$ cat src/rtl/sync_fifo_pkg.sv
// Shared constants and pointer/occupancy types for the 16x32 synchronous FIFO.
package sync_fifo_pkg;
  localparam int DEF_DATA_WIDTH = 32;
  localparam int DEF_DEPTH      = 16;
  localparam int PTR_W          = $clog2(DEF_DEPTH);
  localparam int CNT_W          = PTR_W + 1;

  typedef logic [PTR_W-1:0] ptr_t;
  typedef logic [CNT_W-1:0] cnt_t;
endpackage

$ cat src/rtl/sync_fifo_mem.sv
// FIFO storage: register array with a synchronous write port and a registered read port.
module sync_fifo_mem #(
  parameter int DATA_WIDTH = 32,
  parameter int DEPTH      = 16,
  parameter int AW         = $clog2(DEPTH)
) (
  input  logic                  clk,
  input  logic                  rst,
  input  logic                  we,
  input  logic [AW-1:0]         waddr,
  input  logic [DATA_WIDTH-1:0] wdata,
  input  logic                  re,
  input  logic [AW-1:0]         raddr,
  output logic [DATA_WIDTH-1:0] rdata
);
  logic [DATA_WIDTH-1:0] mem [DEPTH];

  // Storage is deliberately left out of reset.
  always_ff @(posedge clk) begin
    if (we) mem[waddr] <= wdata;
  end

  always_ff @(posedge clk) begin
    if (rst)     rdata <= '0;
    else if (re) rdata <= mem[raddr];
  end
endmodule

$ cat src/rtl/sync_fifo.sv
// Single-clock FIFO top: pointers, occupancy counter, request gating and flag decode.
module sync_fifo
  import sync_fifo_pkg::*;
#(
  parameter int DATA_WIDTH = DEF_DATA_WIDTH,
  parameter int DEPTH      = DEF_DEPTH
) (
  input  logic                  clk,
  input  logic                  rst,
  input  logic                  we_i,
  input  logic                  re_i,
  input  logic [DATA_WIDTH-1:0] data_i,
  output logic [DATA_WIDTH-1:0] data_o,
  output logic                  full_o,
  output logic                  empty_o
);
  localparam int AW = $clog2(DEPTH);
  localparam int CW = AW + 1;

  logic [AW-1:0] wptr, rptr;
  logic [CW-1:0] counter;
  logic          wr, rd;

  // Gating uses the current flags, so a write against full is dropped even with a concurrent read.
  assign wr      = we_i & ~full_o;
  assign rd      = re_i & ~empty_o;
  assign full_o  = (counter == CW'(DEPTH));
  assign empty_o = (counter == '0);

  always_ff @(posedge clk) begin
    if (rst) begin
      wptr    <= '0;
      rptr    <= '0;
      counter <= '0;
    end else begin
      if (wr) wptr <= wptr + AW'(1);
      if (rd) rptr <= rptr + AW'(1);
      case ({wr, rd})
        2'b10:   counter <= counter + CW'(1);
        2'b01:   counter <= counter - CW'(1);
        default: counter <= counter;
      endcase
    end
  end

  sync_fifo_mem #(
    .DATA_WIDTH (DATA_WIDTH),
    .DEPTH      (DEPTH),
    .AW         (AW)
  ) u_mem (
    .clk   (clk),
    .rst   (rst),
    .we    (wr),
    .waddr (wptr),
    .wdata (data_i),
    .re    (rd),
    .raddr (rptr),
    .rdata (data_o)
  );
endmodule

$ cat config.mk
export PLATFORM = sky130hd
export DESIGN_NAME = sync_fifo
export DESIGN_NICKNAME = d
export VERILOG_FILES = /design/src/rtl/sync_fifo_pkg.sv /design/src/rtl/sync_fifo_mem.sv /design/src/rtl/sync_fifo.sv
export SDC_FILE = /design/constraint.sdc
export NUM_CORES = 1
export LEC_CHECK = 0
export BUFFER_PORTS_ARGS = -buffer_cell sky130_fd_sc_hd__clkbuf_2
export CAP_MARGIN = 20
export CORE_ASPECT_RATIO = 1.25
export CORE_UTILIZATION = 40
export CTS_CLUSTER_SIZE = 20
export DETAILED_ROUTE_END_ITERATION = 10
export SLEW_MARGIN = 20
export SYNTH_ARGS = -nofsm -noshare
export SYNTH_HDL_FRONTEND = slang
export SYNTH_SLANG_ARGS = --single-unit
$ cat constraint.sdc
create_clock -name clk -period 3.75 [get_ports clk]
set_input_delay 0.1875 -clock clk [delete_from_list [all_inputs] [get_ports clk]]
set_output_delay 0.1875 -clock clk [all_outputs]
set_load 0.01 [all_outputs]
-- Word-level counts from Yosys, hierarchy flattened
Memories as Yosys holds them, arrays and structs flattened. A register that Yosys moved wholly into a read port is not among the register bits.
Cells that the tools add are included.
- $add $sub $neg: 4
- $mul: 0
- divide/modulo/power cells: 0
- magnitude comparators: 0
- equality and inequality tests: 3
- shift-type cells: 0
- muxes and demuxes: 3
- bitwise operators: 4
- reductions and logical operators: 2
- operators by type and width (operator ; count):
    5-bit case mux with 2 select lines ; 1
    4-bit by 1-bit adder with 4-bit output (second input constant) ; 2
    5-bit by 1-bit adder with 5-bit output (second input constant) ; 1
    5-bit equality test (second input constant) ; 1
    5-bit zero test ; 1
    5-bit by 1-bit subtractor with 5-bit output (second input constant) ; 1
    1-bit bitwise AND ; 2
    2-bit by 1-bit equality test with 1-bit output (second input constant) ; 1
    2-bit equality test (second input constant) ; 1
    1-bit two-way mux ; 2
    1-bit inverter ; 2
    2-bit nonzero test ; 1
- register bits after elaboration: 13
- bits in latches: 0
- RAM bits: 512
- memory bits (read-only): 0
- bits of input ports: 36
- output and inout bits: 34
- memories: 1
- memories (name ; depth ; bits a word ; read ports ; clocked after memory_dff ; write ports ; RTL line ; source):
    u_mem.mem ; 16 ; 32 ; 1 ; 1 ; 1 ; sync_fifo_mem.sv:16 ; logic [DATA_WIDTH-1:0] mem [DEPTH];

-- Longest topological paths before layout
- depth after elaboration: 5
- depth in mapped cells: 11
- depth with buffers taken out: 11

-- Cells and area by module
From an unflattened synthesis, not the netlist that was laid out.
- cell total of the unflattened synthesis: 1294
- area, all modules: 21663.3 um2
- modules (own cells, without submodules) (module ; times used ; cells each ; area each (um2) ; sequential area each (um2)):
    sync_fifo_mem ; 1 ; 1216 ; 20948.8 ; 16015.4
    sync_fifo ; 1 ; 78 ; 714.4 ; 260.2

-- Worst setup path after synthesis
OpenSTA, ideal clock, no wires.
- kind: reg2reg
- from: reg counter[0]
- to: mem u_mem.mem[3][0], enable pin
- setup time: 461 ps
- data arrival time: 3337 ps
- path slack: -48 ps
- cell stages (with the launch flop): 5
- path buffers: 0
- clock period less this slack: 3798 ps
- cell sequence: dfxtp_1 nor4_1 a21boi_1 nand2_1 nor3_1
- word-level cells in the longest chain between the ends: 5
- RTL lines (item ; RTL line ; source):
    from (decl) ; sync_fifo.sv:21 ; logic [CW-1:0] counter;
    from (signal assigned) ; sync_fifo.sv:39 ; 2'b10: counter <= counter + CW'(1);
    from (signal assigned) ; sync_fifo.sv:40 ; 2'b01: counter <= counter - CW'(1);
    from (signal assigned) ; sync_fifo.sv:41 ; default: counter <= counter;
    5-bit equality test ; sync_fifo.sv:27 ; assign full_o = (counter == CW'(DEPTH));
    1-bit inverter ; sync_fifo.sv:25 ; assign wr = we_i & ~full_o;
    1-bit bitwise AND ; sync_fifo.sv:25 ;
    1-bit two-way mux ; sync_fifo_mem.sv:20 ; if (we) mem[waddr] <= wdata;
    1-bit two-way mux (implied by the code) ; sync_fifo_mem.sv:20 ;
    to (decl) ; sync_fifo_mem.sv:16 ;
Every way passes these cells.

-- Worst setup path in the final report
- from: reg counter[0]
- to: reg counter[4]
- word-level cells in the longest chain between the ends: 5
- RTL lines (item ; RTL line ; source):
    5-bit zero test * ; sync_fifo.sv:28 ; assign empty_o = (counter == '0);
    1-bit inverter * ; sync_fifo.sv:26 ; assign rd = re_i & ~empty_o;
    1-bit bitwise AND * ; sync_fifo.sv:26 ;
    net rd ; sync_fifo.sv:22 ; logic wr, rd;
    2-bit by 1-bit equality test with 1-bit output / 2-bit equality test (equally long branches) ; sync_fifo.sv:38 ; case ({wr, rd})
    5-bit case mux with 2 select lines / 2-bit nonzero test (equally long branches) ; -- ;
Mark *: on every way through the listed nets, which the timed path passes. The rest lies on a longest branch.
A chain may end at the register's enable or synchronous reset.

==> impl_metrics.py <==
metrics = {
    "sta": {
        "finClkSkew_ps": 14.2,
        "min_period_ps": 3060,
        "rsz0062_at_grt": "false",
        "finalHoldWorstSlack_ps": 22.6,
        "worst_pin_slew_ps": 999,
        "final.setup.tns_ps": 0,
        "slew_viol_final": 0,
        "slew_headroom": 0.334,
        "setup_viol": 0,
        "max_freq_mhz": 326,
        "hold_violations": 0,
        "fin_crit_sh": 0.817,
    },
    "power_and_ir_drop": {
        "pwr-share-clk": 0.362,
        "internal_power_uw": 11700,
        "vdd_ir_drop_max_v": 0.000339,
        "p_sw_uw": 3830,
        "power_frac_seq": 0.475,
        "comb_power_share": 0.163,
        "swShare": 0.247,
        "p_leak_uw": 0.00778,
        "powerDensity_mw_per_mm2": 622,
    },
    "route": {
        "totalWireLength_um": 43300,
        "drc": 0,
        "post_drt_via_cell_ratio": 5.39,
        "num_vias": 9624,
        "drt_iter0_markers": 734,
        "drtAntennaViolNets": 0,
        "dr.pass1.iters": 4,
        "wl_per_cell_um": 24.2,
    },
    "synth": {
        "syn-num-nets": 1002,
        "synthDistinctLibCells": 43,
        "ys_seq_area_frac": 0.754,
        "syn_area_sq_mm": 0.0216,
        "yosys_register_bits": 557,
        "yosysWarnings": 0,
        "ys_top_cells_by_area": "edfxtp_1 71%, mux4_2 13%, dfxtp_1 4.2%",
        "synth_top_area_cell": "edfxtp_1",
        "synthCells": 956,
        "synth_ff_type": "edfxtp_1",
        "synth_edf_count": 512,
        "syn_area_per_cell_sq_um": 22.6,
        "async_flop_share": 0,
        "synth_commonest_cells": "512 x edfxtp_1, 128 x mux4_2, 45 x dfxtp_1",
        "synth_top_cell_area_share": 0.712,
        "yosysMostFrequentCell": "edfxtp_1",
    },
    "place": {
        "dpl.cell_count": 1680,
        "gp_congestion": 0.702,
        "numPortBuffers": 69,
        "hpwl_um": 25300,
    },
    "setup_path": {
        "cp-end-kind": "register",
        "path_cells": "or4_4 > o21ai_4 > inv_4 > ha_1 > ha_1 > nor2b_1 > o21ai_0 > a21oi_1 > or3b_1 > mux2_2",
        "start_kind": "register",
        "cp.arrival_ps": 3540,
        "cpMaxStageDelayCell": "or4_4",
        "crit_top_cell": "ha_1",
        "crit_fanout": 6,
        "slowest_delay_ps": 570,
        "worst_ep_required_time_ps": 4230,
        "crit_type": "register to register",
    },
    "clock_tree": {
        "cts_buffers": 53,
        "clk_pin_slew_worst_paths_ps": 70,
        "clock_path_buffers": 3,
        "cts_tree": "done",
        "insertion_delay_ps": 590,
        "cts_hold_buf": 8,
        "post_cts_buffers": 0,
        "ctsResizeCount": 0,
        "cts.sinks": 557,
        "root_buffer": "clkbuf_16",
        "htree_levels": 2,
    },
    "global_route": {
        "grt_pass1_wl_um": 65500,
        "grt.overflow.total": 0,
        "grt_max_degree": 46,
        "grt_pass1_vias": 10100,
        "antenna_found_initial": 1,
        "grt.total_usage": 0.162,
    },
    "die": {
        "die-area_sq_mm": 0.0549,
        "core-area_sq_mm": 0.0529,
        "die_w_um": 210,
        "num_io_pins": 70,
        "die_h_um": 262,
        "rows": 94,
        "initial_utilization": 0.408,
    },
    "layout": {
        "antennaDiodeCount": 0,
        "nFillCells": 4321,
        "fin_cells": 1787,
        "area_delta_synth_final_pct": 15.3,
        "fin_util": 0.470,
        "nets": 1117,
        "layout-drive-gt1-share": 0.385,
    },
    "worst_hold_path": {
        "hold_class": "input port to register",
    },
    "status": {
        "status": "completed",
    },
    "flow_run": {
        "drv_cap": 0,
    },
}
## worst max-delay path: cells and delay by family, from the launching register on
kind                       cells  cell delay [ps]
adders and majority gates      2              590
and+or+nand+nor                3             1080
AOI/OAI and AO/OA              3              550
DFF                            1              360
buffers and inverters          1               90
muxes                          1              270
## layout by cell type, fill, tap and decap left out, drive strengths merged, types with 5 or more instances in the layout
cell type / instances
buf: 33
mux2: 33
nor3: 5
bufinv: 9
a21oi: 6
dlygate4sd3: 8
clkbuf: 143
o21ai: 34
nand2: 8
mux4: 128
clkinv: 10
dfxtp: 45
nor2: 28
xor2: 5
ha: 9
mux2i: 33
edfxtp: 512
inv: 14
a22oi: 32
## flip-flops by register name (all words and copies together), names as in the netlist
register and count:
counter 5, u_mem.rdata 32, wptr 4, rptr 4, u_mem.mem 512
## layer usage
metal	GRT usage	up-vias	part of all wire
met1	0.220	5153	0.43
met2	0.270	192	0.50
met4	0.0377	2	0.015
li1	-	4229	-
met5	0	-	0.00025
met3	0.0342	48	0.052
## final cells by class
type                    count  area, sq um  area share
clock inverters            25          387      0.0155
flip-flops and latches    557        16300       0.654
multi-input cells         341         5050       0.203
well taps                 672          841      0.0338
repair buffers            110          861      0.0346
inverters                   8         32.5     0.00131
clock buffers              74         1450      0.0580
## stage by stage
| stage | total power, uW | setup WS (ps) | cell area, sq um |
|---|---|---|---|
| after floorplan | 9320 | 805 | 21600 |
| after global placement | 10000 | 746 | 23000 |
| after detailed placement | 10100 | 705 | 23000 |
| after CTS | 15700 | 684 | 24900 |
| after global routing | 16100 | 444 | 24900 |
| final | 15500 | 686 | 24900 |
## power by group through the flow
| stage | registers, uW | logic, uW | clock network [uW] |
|---|---|---|---|
| 6_report | 7360 | 2530 | 5600 |
| 5_1_grt | 7400 | 2740 | 5960 |
| 4_1_cts | 7370 | 2590 | 5740 |
| 3_5_place_dp | 7510 | 2580 | 0 |
| 3_3_place_gp | 7490 | 2550 | 0 |
| 2_1_floorplan | 7420 | 1900 | 0 |
## path summary, 6_finish.rpt
| check | to | start | slack [ps] | cells past startpoint |
|---|---|---|---|---|
| setup / recovery | counter[4] | counter[0] | 690 | 10 |
| hold / removal | u_mem.mem[1][26] | data_i[26] | 20 | 1 |
| setup reg to reg | counter[4] | counter[0] | 690 | 10 |
| hold reg to reg | u_mem.rdata[10] | u_mem.rdata[10] | 490 | 2 |
## logic make-up after synthesis
| kind of cell | synth area share |
|---|---|
| AND/OR/NAND/NOR | 0.0129 |
| multiplexers | 0.171 |
| flip-flops | 0.754 |
| XOR/XNOR | 0.00325 |
| buffers and inverters | 0.0188 |
| adder cells (fa/ha/maj) | 0.00614 |
| AO/OA/AOI/OAI | 0.0340 |
Note: power is estimated with default switching activity, not from simulation.
